[src/rtl/pwm_width_capture.sv]
// pwm_width_capture: recovers per-period high-time and period of an external PWM line in clk cycles.
// Define PWM_CAPTURE_FILTER_EN to insert a FILTER_LEN-sample glitch filter ahead of the edge detector.
module pwm_width_capture #(
   parameter int WIDTH      = 32,
   parameter int TIMEOUT    = 100000,
   parameter int FILTER_LEN = 4
) (
   input  logic             clk,
   input  logic             rst_n,
   input  logic             enable,
   input  logic             pwm_in,
   output logic [WIDTH-1:0] width_out,
   output logic [WIDTH-1:0] period_out,
   output logic             valid,
   output logic             stuck,
   output logic             stuck_level
);
   typedef enum logic [1:0] {IDLE, ARM, HIGH, LOW} state_t;
   localparam logic [WIDTH-1:0] TMO = WIDTH'(TIMEOUT);

   state_t           state;
   logic             sync1, s, p, lvl, rise, fall, tmo, report;
   logic [WIDTH-1:0] cnt, cnt_inc, high_len;

   if (TIMEOUT < 2 || FILTER_LEN < 1 || FILTER_LEN > 255) begin : g_bad_param
      $error("pwm_width_capture: TIMEOUT or FILTER_LEN out of range");
   end

`ifdef PWM_CAPTURE_FILTER_EN
   // p doubles as the filtered level; it flips once s has disagreed for FILTER_LEN samples
   localparam logic [7:0] FL = 8'(FILTER_LEN - 1);
   logic [7:0] fc;
   assign lvl = (s != p && fc == FL) ? s : p;
   always_ff @(posedge clk or negedge rst_n)
      if (!rst_n) fc <= '0;
      else fc <= (s == p || fc == FL) ? '0 : fc + 8'd1;
`else
   assign lvl = s;
`endif

   assign rise    = lvl & ~p;
   assign fall    = ~lvl & p;
   assign tmo     = cnt == TMO;
   assign cnt_inc = tmo ? cnt : cnt + WIDTH'(1);
   // edges beat a coincident timeout; ARM keeps re-reporting while the line stays stuck
   assign report  = enable && tmo && (state == HIGH ? !fall :
                                      state == LOW  ? !rise :
                                      state == ARM && stuck && !rise);

   always_ff @(posedge clk or negedge rst_n) begin
      if (!rst_n) begin
         sync1       <= 1'b0;
         s           <= 1'b0;
         p           <= 1'b0;
         state       <= IDLE;
         cnt         <= '0;
         high_len    <= '0;
         width_out   <= '0;
         period_out  <= '0;
         valid       <= 1'b0;
         stuck       <= 1'b0;
         stuck_level <= 1'b0;
      end else begin
         sync1 <= pwm_in;
         s     <= sync1;
         p     <= lvl;
         valid <= 1'b0;
         if (!enable) begin
            state <= IDLE;
            cnt   <= '0;
         end else begin
            case (state)
               IDLE: state <= ARM;
               ARM:
                  if (rise) begin
                     state <= HIGH;
                     cnt   <= WIDTH'(1);
                  end else if (stuck) cnt <= cnt_inc;
               HIGH: begin
                  cnt <= cnt_inc;
                  if (fall) begin
                     high_len <= cnt;
                     state    <= LOW;
                  end
               end
               LOW:
                  if (rise) begin
                     width_out  <= high_len;
                     period_out <= cnt;
                     valid      <= 1'b1;
                     stuck      <= 1'b0;
                     cnt        <= WIDTH'(1);
                     state      <= HIGH;
                  end else cnt <= cnt_inc;
               default: state <= IDLE;
            endcase
            if (report) begin
               width_out   <= '0;
               period_out  <= '0;
               stuck       <= 1'b1;
               stuck_level <= lvl;
               valid       <= 1'b1;
               cnt         <= WIDTH'(1);
               state       <= ARM;
            end
         end
      end
   end
endmodule

[config.mk]
export PLATFORM = sky130hd
export DESIGN_NAME = pwm_width_capture
export DESIGN_NICKNAME = d
export VERILOG_FILES = /design/src/rtl/pwm_width_capture.sv
export SDC_FILE = /design/constraint.sdc
export NUM_CORES = 1
export LEC_CHECK = 0
export BUFFER_PORTS_ARGS = -buffer_cell sky130_fd_sc_hd__buf_2
export CELL_PAD_IN_SITES_DETAIL_PLACEMENT = 2
export CELL_PAD_IN_SITES_GLOBAL_PLACEMENT = 2
export CORE_ASPECT_RATIO = 1.4
export CORE_UTILIZATION = 30
export DETAILED_ROUTE_END_ITERATION = 6
export GPL_TIMING_DRIVEN = 0
export PLACE_DENSITY = 0.69
export SYNTH_ARGS = -nofsm -noshare
export SYNTH_HDL_FRONTEND = slang
export SYNTH_SLANG_ARGS = --single-unit
[constraint.sdc]
create_clock -name clk -period 2.55 [get_ports clk]
set_clock_uncertainty 0.05 [all_clocks]
set_input_delay 0.765 -clock clk [delete_from_list [all_inputs] [get_ports clk]]
set_output_delay 0.765 -clock clk [all_outputs]
set_load 0.005 [all_outputs]
## Word level (Yosys, flattened, before mapping)

Cells that the tools add are included.

| storage, ports and cells | value |
|---|---|
| word-level logic and storage cells | 66 |
| register bits after elaboration | 136 |
| bits of input ports | 4 |
| output and inout bits | 67 |

| operators by class | value |
|---|---|
| reductions and logical operators | 15 |
| bitwise operators | 4 |
| equality and inequality tests | 8 |
| muxes and demuxes | 27 |
| add/subtract/negate cells | 1 |

Operators with widths:

| kind | number |
|---|---|
| $mux W32 | 12 |
| $pmux W32 S3 | 1 |
| $add A32 B1 Y32 const B | 1 |
| $eq A32 B17 Y1 const B | 1 |
| $mux W1 | 9 |
| $mux W2 | 4 |
| $pmux W2 S3 | 1 |
| $reduce_and A2 Y1 | 3 |
| $reduce_and A3 Y1 | 2 |
| $ne A5 B1 Y1 const B | 1 |
| $ne A5 B5 Y1 const B | 1 |
| $eq A2 B2 Y1 const B | 2 |
| $logic_and A1 B1 Y1 | 4 |
| $ne A4 B2 Y1 const B | 1 |
| $ne A4 B4 Y1 const B | 1 |
| $reduce_bool A2 Y1 | 2 |
| $and A1 B1 Y1 | 2 |
| $eq A2 B1 Y1 const B | 1 |
| $logic_not A1 Y1 | 2 |
| $logic_not A2 Y1 | 1 |
| $not A1 Y1 | 2 |
| $reduce_or A2 Y1 | 1 |

## Logic depth before layout (Yosys ltp)

Gate-level depths: netlist (run 1).

| logic depth | value |
|---|---|
| word-level depth | 9 |
| gate-level depth with buffers | 9 |
| depth with buffers taken out | 7 |

## Worst setup path before layout (run 1)

Ideal clock, no wire load.

| path | value |
|---|---|
| kind | input to register |
| start | input port enable |
| end | register high_len[10] |
| data arrival time | 1.907 ns |
| stages on the path | 5 |
| setup slack | 0.468 ns |
| buffers on the path | 2 |
| library setup time | 0.125 ns |
| data required time | 2.375 ns |
| path through | inv_1 -> or3_1 -> clkbuf_1 -> buf_2 -> mux2_2 |

| on the way | value |
|---|---|
| word-level cells in the longest chain between the ends | 1 |

RTL lines:

| item | line | source |
|---|---|---|
| start, declared | 10 | `input logic enable,` |
| $reduce_and A3 Y1 (no source line) | - |  |
| end signal, assigned | 82 | `high_len <= cnt;` |
| end, declared | 23 | `logic [WIDTH-1:0] cnt, cnt_inc, high_len;` |

Every way passes these cells.
A chain may end at the register's enable or synchronous reset.

## Worst setup path after layout (run 1)

| path | value |
|---|---|
| start | register p |
| end | register stuck |

| on the way | value |
|---|---|
| word-level cells in the longest chain between the ends | 9 |
| elaborated cells between the ends (all ways) | 13 |

RTL lines:

| item | line | source |
|---|---|---|
| start, declared | 22 | `logic sync1, s, p, lvl, rise, fall, tmo, report;` |
| start signal, assigned | 66 | `p <= lvl;` |
| $not A1 Y1 | 41 | `assign rise = lvl & ~p;` |
| $and A1 B1 Y1 | 41 |  |
| $logic_not A1 Y1 | 47, 48 |  |
| $logic_and A1 B1 Y1 | 48 | `state == ARM && stuck && !rise);` |
| $mux W1 | 47 | `state == LOW ? !rise :` |
| $mux W1 | 46 | `assign report = enable && tmo && (state == HIGH ? !fall :` |
| $logic_and A1 B1 Y1 | 46 |  |
| $reduce_bool A2 Y1 (no source line) | - |  |
| $reduce_and A3 Y1 (no source line) | - |  |
| end signal, assigned | 61 | `stuck <= 1'b0;` |
| end signal, assigned | 91 | `stuck <= 1'b0;` |
| end signal, assigned | 100 | `stuck <= 1'b1;` |
| end, declared | 15 | `output logic stuck,` |

Several ways; a longest one is shown, not always the timed one.

==> results of run 1 <==
-- sequential cells by signal, summed over array words and instances (netlist names) --
register	cells
cnt	32
high_len	32
period_out	32
width_out	32
state	2
lvl	1
p	1
stuck	1
stuck_level	1
sync1	1
valid	1
-- timing repair --
action | 4_1_cts | 5_1_grt
resized for setup | 0 | 7
setup endpoints to repair | 61 | 79
buffers inserted | 1 | 1
pin swaps | 1 | 3
-- per-layer routing --
| metal | wire length [microns] | GRT usage [%] | up-vias |
|---|---|---|---|
| met5 | 0 | 0 | - |
| met4 | 235 | 6.41 | 0 |
| met3 | 405 | 3.82 | 20 |
| met2 | 8730 | 32.5 | 61 |
| met1 | 6760 | 20.2 | 2155 |
| li1 | - | - | 1876 |
-- worst max-delay path by stage --
stage / from / cells after the start / end
2_1_floorplan: enable / 5 / high_len[10]
3_3_place_gp: rst_n / 1 / width_out[15]
3_5_place_dp: enable / 6 / high_len[27]
4_1_cts: cnt[0] / 8 / cnt[8]
5_1_grt: cnt[0] / 9 / width_out[11]
6_report: p / 5 / stuck
-- layout by cell type (no fill, tap or decap), drive strengths merged, types with 6 or more instances in the layout --
cell type	synthesis	layout
nand4	12	12
mux2	27	27
a22o	64	64
a2111oi	6	6
dfrtp	136	136
o21ai	21	21
nand3	7	7
xnor2	16	16
buf	16	86
nand2	20	20
nor2	22	22
clkbuf	20	45
inv	8	8
or3	14	14
a21oi	19	19
-- per-stage QoR --
stage / total power [mW] / setup TNS (ns) / cell area, sq um / util [%]
floorplan: 2.34 / 0 / 5650 / -
global placement: 2.44 / -167.63 / 6300 / 34.0
detailed placement: 2.46 / -5.80 / 6340 / 34.2
CTS: 4.77 / 0 / 6880 / 37.1
global route: 4.88 / -0.0126 / 6900 / 37.3
finish: 4.72 / 0 / 6900 / 37.3
-- final cells by class --
type	instances	area share, %
Multi-Input combinational cell	279	29.5
Sequential cell	136	49.3
Inverter	8	0.435
Clock inverter	4	0.652
Tap cell	244	4.42
Timing Repair Buffer	73	5.78
Clock buffer	24	7.12
Buffer	34	2.75
-- power groups by stage --
stage / clock (mW) / combinational [mW] / sequential, mW
2_1_floorplan: 0 / 0.0820 / 2.26
3_3_place_gp: 0 / 0.171 / 2.27
3_5_place_dp: 0 / 0.185 / 2.27
4_1_cts: 2.36 / 0.187 / 2.23
5_1_grt: 2.44 / 0.207 / 2.24
6_report: 2.31 / 0.181 / 2.23
-- logic make-up after synthesis --
kind of cell             after synthesis  synth area share (%)
adder cells (fa/ha/maj)                2                 0.443
flip-flops                           136                  60.2
buffers and inverters                 44                  3.85
XOR/XNOR                              16                  2.48
AO/OA/AOI/OAI                        129                  17.2
multiplexers                          28                  5.56
AND/OR/NAND/NOR                      104                  10.2
-- critical path: cells and delay by family (launching register included) --
kind,cells,cell delay [ns]
buf+inv,1,0.55
compound gates,1,0.16
flops,1,0.41
simple gates,3,1.11
==> results.toml, run 1 <==
[outcome]
status = "finished, final reports clean"

[synthesis]
synthCells = 459
synth-edff-count = 0
synthTopCellsByArea = "dfrtp_1 (60%), a22o_1 (9.9%), mux2_2 (5.4%), xnor2_1 (2.5%), o21ai_0 (1.8%)"
netlist_area_sq_um = 5650
yosysTopAreaCell = "dfrtp_1"
synth_top_area_share_pct = 60.2
synth.most_common_cell = "dfrtp_1"
synth_seq_cells = 136
yosys-top-cells-count = "dfrtp_1 (136), a22o_1 (64), mux2_2 (27)"
synth_top_flop_cell = "dfrtp_1"
yosysUniqueCellTypes = 48
async_reset_ff_share_pct = 100
avgSynthCellArea_sq_um = 12.3
seq_area_frac_synth_pct = 60.2
synthesis.nets = 465
yosys_warnings = 0

[sta]
setup_violations = 0
worst_slew_pin_slew_ns = 0.653
whs_ns = 0.291
slew_headroom_pct = 55.4
fin_crit_sh_pct = 94.9
drv_slew = 0
min_period_ns = 2.42
max_freq_ghz = 0.413
finalWorstSetupSlack_ns = 0.131
finalHoldViolCount = 0

[power_and_ir_drop]
pwr-share-clk_pct = 48.9
p_sw_mw = 1.04
leakagePower_nw = 3.31
combPwrFrac_pct = 3.8
swShare_pct = 22.1
p_per_area_nw_per_um2 = 683
peakVddDrop_uv = 257
seq_power_share_pct = 47.3
internal_power_mw = 3.67

[floorplan]
dieArea_sq_um = 19400
rows = 59
core_area_sq_um = 18500
io-pin-count = 71
die_h_microns = 164
initial_core_util_pct = 30.5
die_x_microns = 118

[route]
drt-vias-per-instance = 5.13
detail-route-antenna-nets = 0
routedWlPerCell_microns = 20.1
post-route-drc-count = 0
routed_wl_microns = 16100
num_vias = 4112
drt_iter0_markers = 126
drt_pre_antenna_iters = 4

[setup_path]
cp_slowest_cell = "and2_1"
cp-start-kind = "flop"
endpoint_kind = "flop"
path_max_fanout = 11
cp.arrival_ns = 2.65
crit_chain = "and2b_1 > and3_1 > and2_1 > clkbuf_1 > o21ai_0"
reg2reg_from = "p"
max_stage_delay_ns = 0.56
cp.required_ns = 2.78
worstSetupPathType = "reg -> reg"
r2r_end = "stuck"
rrSetupSlack_ns = 0.13
reg2reg_depth = 5

[clocking]
cts_tree = "done"
clk_pin_slew_ns = 0.06
numCtsBuffers = 17
clock_latency_ns = 0.43
cts_hold_buf = 0
cts.path.max_buffers = 2
cts_root_buf = "clkbuf_16"
cts_num_sinks = 136
htreeDepth = 4

[final_layout]
diodes = 0
regArea_sq_um = 3400
drive_above_1_share_pct = 27.2
finish.cell_count_without_fillers = 802
multi_input_area_sq_um = 2040
nFillCells = 1918
synthToLayoutAreaGrowth_pct = 22.2
layout.nets = 555

[grt]
grt_max_degree = 71
grt_pass1_vias = 4612
antenna_found_initial = 0
grt_pass1_wl_microns = 26200
grtUsageTotal_pct = 17.7
grt_overflow = 0

[min_path]
hold_class = "in -> async"

[placed_design]
dp_hpwl_microns = 11100
place.gp.congestion = 0.803
portBuffers = 70
dpl.cell_count = 774
dp_slack_ns = -0.232

[job]
cap_violations = 0
Power figures use the tool's default switching activity.
==> run 2: changes to the inputs <==
==> constraint.sdc (replaced) <==
create_clock -name clk -period 2.4 [get_ports clk]
set_clock_uncertainty 0.05 [all_clocks]
set_input_delay 0.72 -clock clk [delete_from_list [all_inputs] [get_ports clk]]
set_output_delay 0.72 -clock clk [all_outputs]
set_load 0.005 [all_outputs]
==> results.toml, run 2 (same netlist as run 1, synthesis figures left out) <==
[power_and_ir_drop]
p_per_area_nw_per_um2 = 722
peakVddDrop_uv = 273
seq_power_share_pct = 47.2
swShare_pct = 22.2
combPwrFrac_pct = 3.9
p_sw_mw = 1.11
internal_power_mw = 3.91
pwr-share-clk_pct = 48.9
leakagePower_nw = 3.34

[final_layout]
nFillCells = 1910
layout.nets = 557
synthToLayoutAreaGrowth_pct = 23.1
final_cell_mix = "dfrtp_1 (135), buf_2 (76), a22o_1 (64), mux2_2 (27), nor2_1 (22)"
layout_commonest_cell = "dfrtp_1"
finish.cell_count_without_fillers = 804
diodes = 0
drive_above_1_share_pct = 28.9
post-route-util_pct = 37.5

[sta]
worst_slew_pin_slew_ns = 0.669
setup_violations = 0
max_freq_ghz = 0.441
finalWorstSetupSlack_ns = 0.133
slew_headroom_pct = 55.4
min_period_ns = 2.27
drv_slew = 0
fin_crit_sh_pct = 94.5
finalHoldViolCount = 0

[setup_path]
worstSetupPathType = "reg -> reg"
cp.arrival_ns = 2.57
cp-start-kind = "flop"
cp-startpoint = "cnt[12]"
reg2reg_depth = 5
path_max_fanout = 10
reg2reg_from = "cnt[12]"
endpoint_kind = "flop"
cp.required_ns = 2.70
r2r_end = "cnt[31]"
endpoint = "cnt[31]"
rrSetupSlack_ns = 0.13

[route]
post-route-drc-count = 0
routed_wl_microns = 16200
drt-vias-per-instance = 5.14
drt_iter0_markers = 168
routedWlPerCell_microns = 20.2
drt_pre_antenna_iters = 4
num_vias = 4135
detail-route-antenna-nets = 0

[clocking]
cts_root_buf = "clkbuf_16"
clock_latency_ns = 0.42
cts_tree = "done"
cts.path.max_buffers = 2
htreeDepth = 4
cts_hold_buf = 0
cts_num_sinks = 136
clk_pin_slew_ns = 0.06
numCtsBuffers = 17

[grt]
grt_overflow = 0
grt_pass1_vias = 4628
grt_max_degree = 71
antenna_found_initial = 0
grt_pass1_wl_microns = 26300
grtUsageTotal_pct = 17.8

[floorplan]
die_x_microns = 118
initial_core_util_pct = 30.5
dieArea_sq_um = 19400
io-pin-count = 71
rows = 59
core_area_sq_um = 18500
die_h_microns = 164

[min_path]
hold_class = "in -> async"

[placed_design]
dp_slack_ns = -0.337
dp_hpwl_microns = 11100
portBuffers = 70
place.gp.congestion = 0.803
dpl.cell_count = 774

[job]
cap_violations = 0

[outcome]
status = "finished, final reports clean"
-- run 2: cell count changes in the layout (fill, tap and decap cells not counted), moves of 2 or more --
cell      change
buf_4         +4
clkbuf_4      -3
clkbuf_2      +2
clkbuf_1      -2
-- run 2: layout make-up --
| cell class | count | area, sq um | share of cell area [%] |
|---|---|---|---|
| well taps | 244 | 305 | 4.39 |
| repair buffers | 75 | 414 | 5.95 |
| multi-input cells | 279 | 2070 | 29.7 |
| plain buffers | 34 | 196 | 2.82 |
| clock inverters | 4 | 45.0 | 0.648 |
| clock buffers | 24 | 492 | 7.07 |
| inverters | 8 | 30.0 | 0.432 |
| flip-flops and latches | 136 | 3400 | 48.9 |
-- run 2: how the worst min path moves through the flow --
stage | startpoint | slack [ns] | cells after the start | to
floorplan | sync1 | 0.28 | 0 | lvl
global placement | sync1 | 0.28 | 0 | lvl
detailed placement | sync1 | 0.30 | 0 | lvl
CTS | rst_n | 0.27 | 1 | sync1
global route | rst_n | 0.29 | 1 | sync1
finish | rst_n | 0.25 | 1 | sync1
-- run 2: stage by stage --
stage / power, mW / area, sq um / hold slack, ns / setup TNS [ns]
floorplan: 2.49 / 5650 / 0.281 / 0
global placement: 2.59 / 6300 / 0.284 / -194.99
detailed placement: 2.61 / 6340 / 0.300 / -19.17
CTS: 5.07 / 6890 / 0.272 / -1.25
global route: 5.19 / 6960 / 0.288 / -0.000106
finish: 5.02 / 6960 / 0.248 / 0
-- run 2: power by group through the flow --
stage | Clock (mW) | Combinational, mW | Sequential [mW]
after floorplan | 0 | 0.0871 | 2.40
after global placement | 0 | 0.182 | 2.41
after detailed placement | 0 | 0.197 | 2.41
after CTS | 2.50 | 0.199 | 2.37
after global routing | 2.59 | 0.223 | 2.38
final | 2.45 | 0.196 | 2.37
-- run 2: timing repair --
| item | CTS | global route |
|---|---|---|
| endpoints found under the setup margin | 121 | 114 |
| pin swaps | 2 | 3 |
| resized for setup | 5 | 16 |
| setup buffers | 1 | 3 |
-- run 2: layer usage --
metal	part of all wire (%)	GRT usage [%]	vias to the layer above
li1	-	-	1880
met1	42	20.3	2179
met2	54	32.7	55
met3	2.5	3.82	21
met4	1.4	6.41	0
met5	0	0	-
-- run 2: worst max-delay path: stages, from the launching register on --
cell and delay, ns:
dfrtp_1 0.53, and4_1 0.28, nand4_2 0.18, a2111o_1 0.58, or3_1 0.41, a21oi_2 0.15
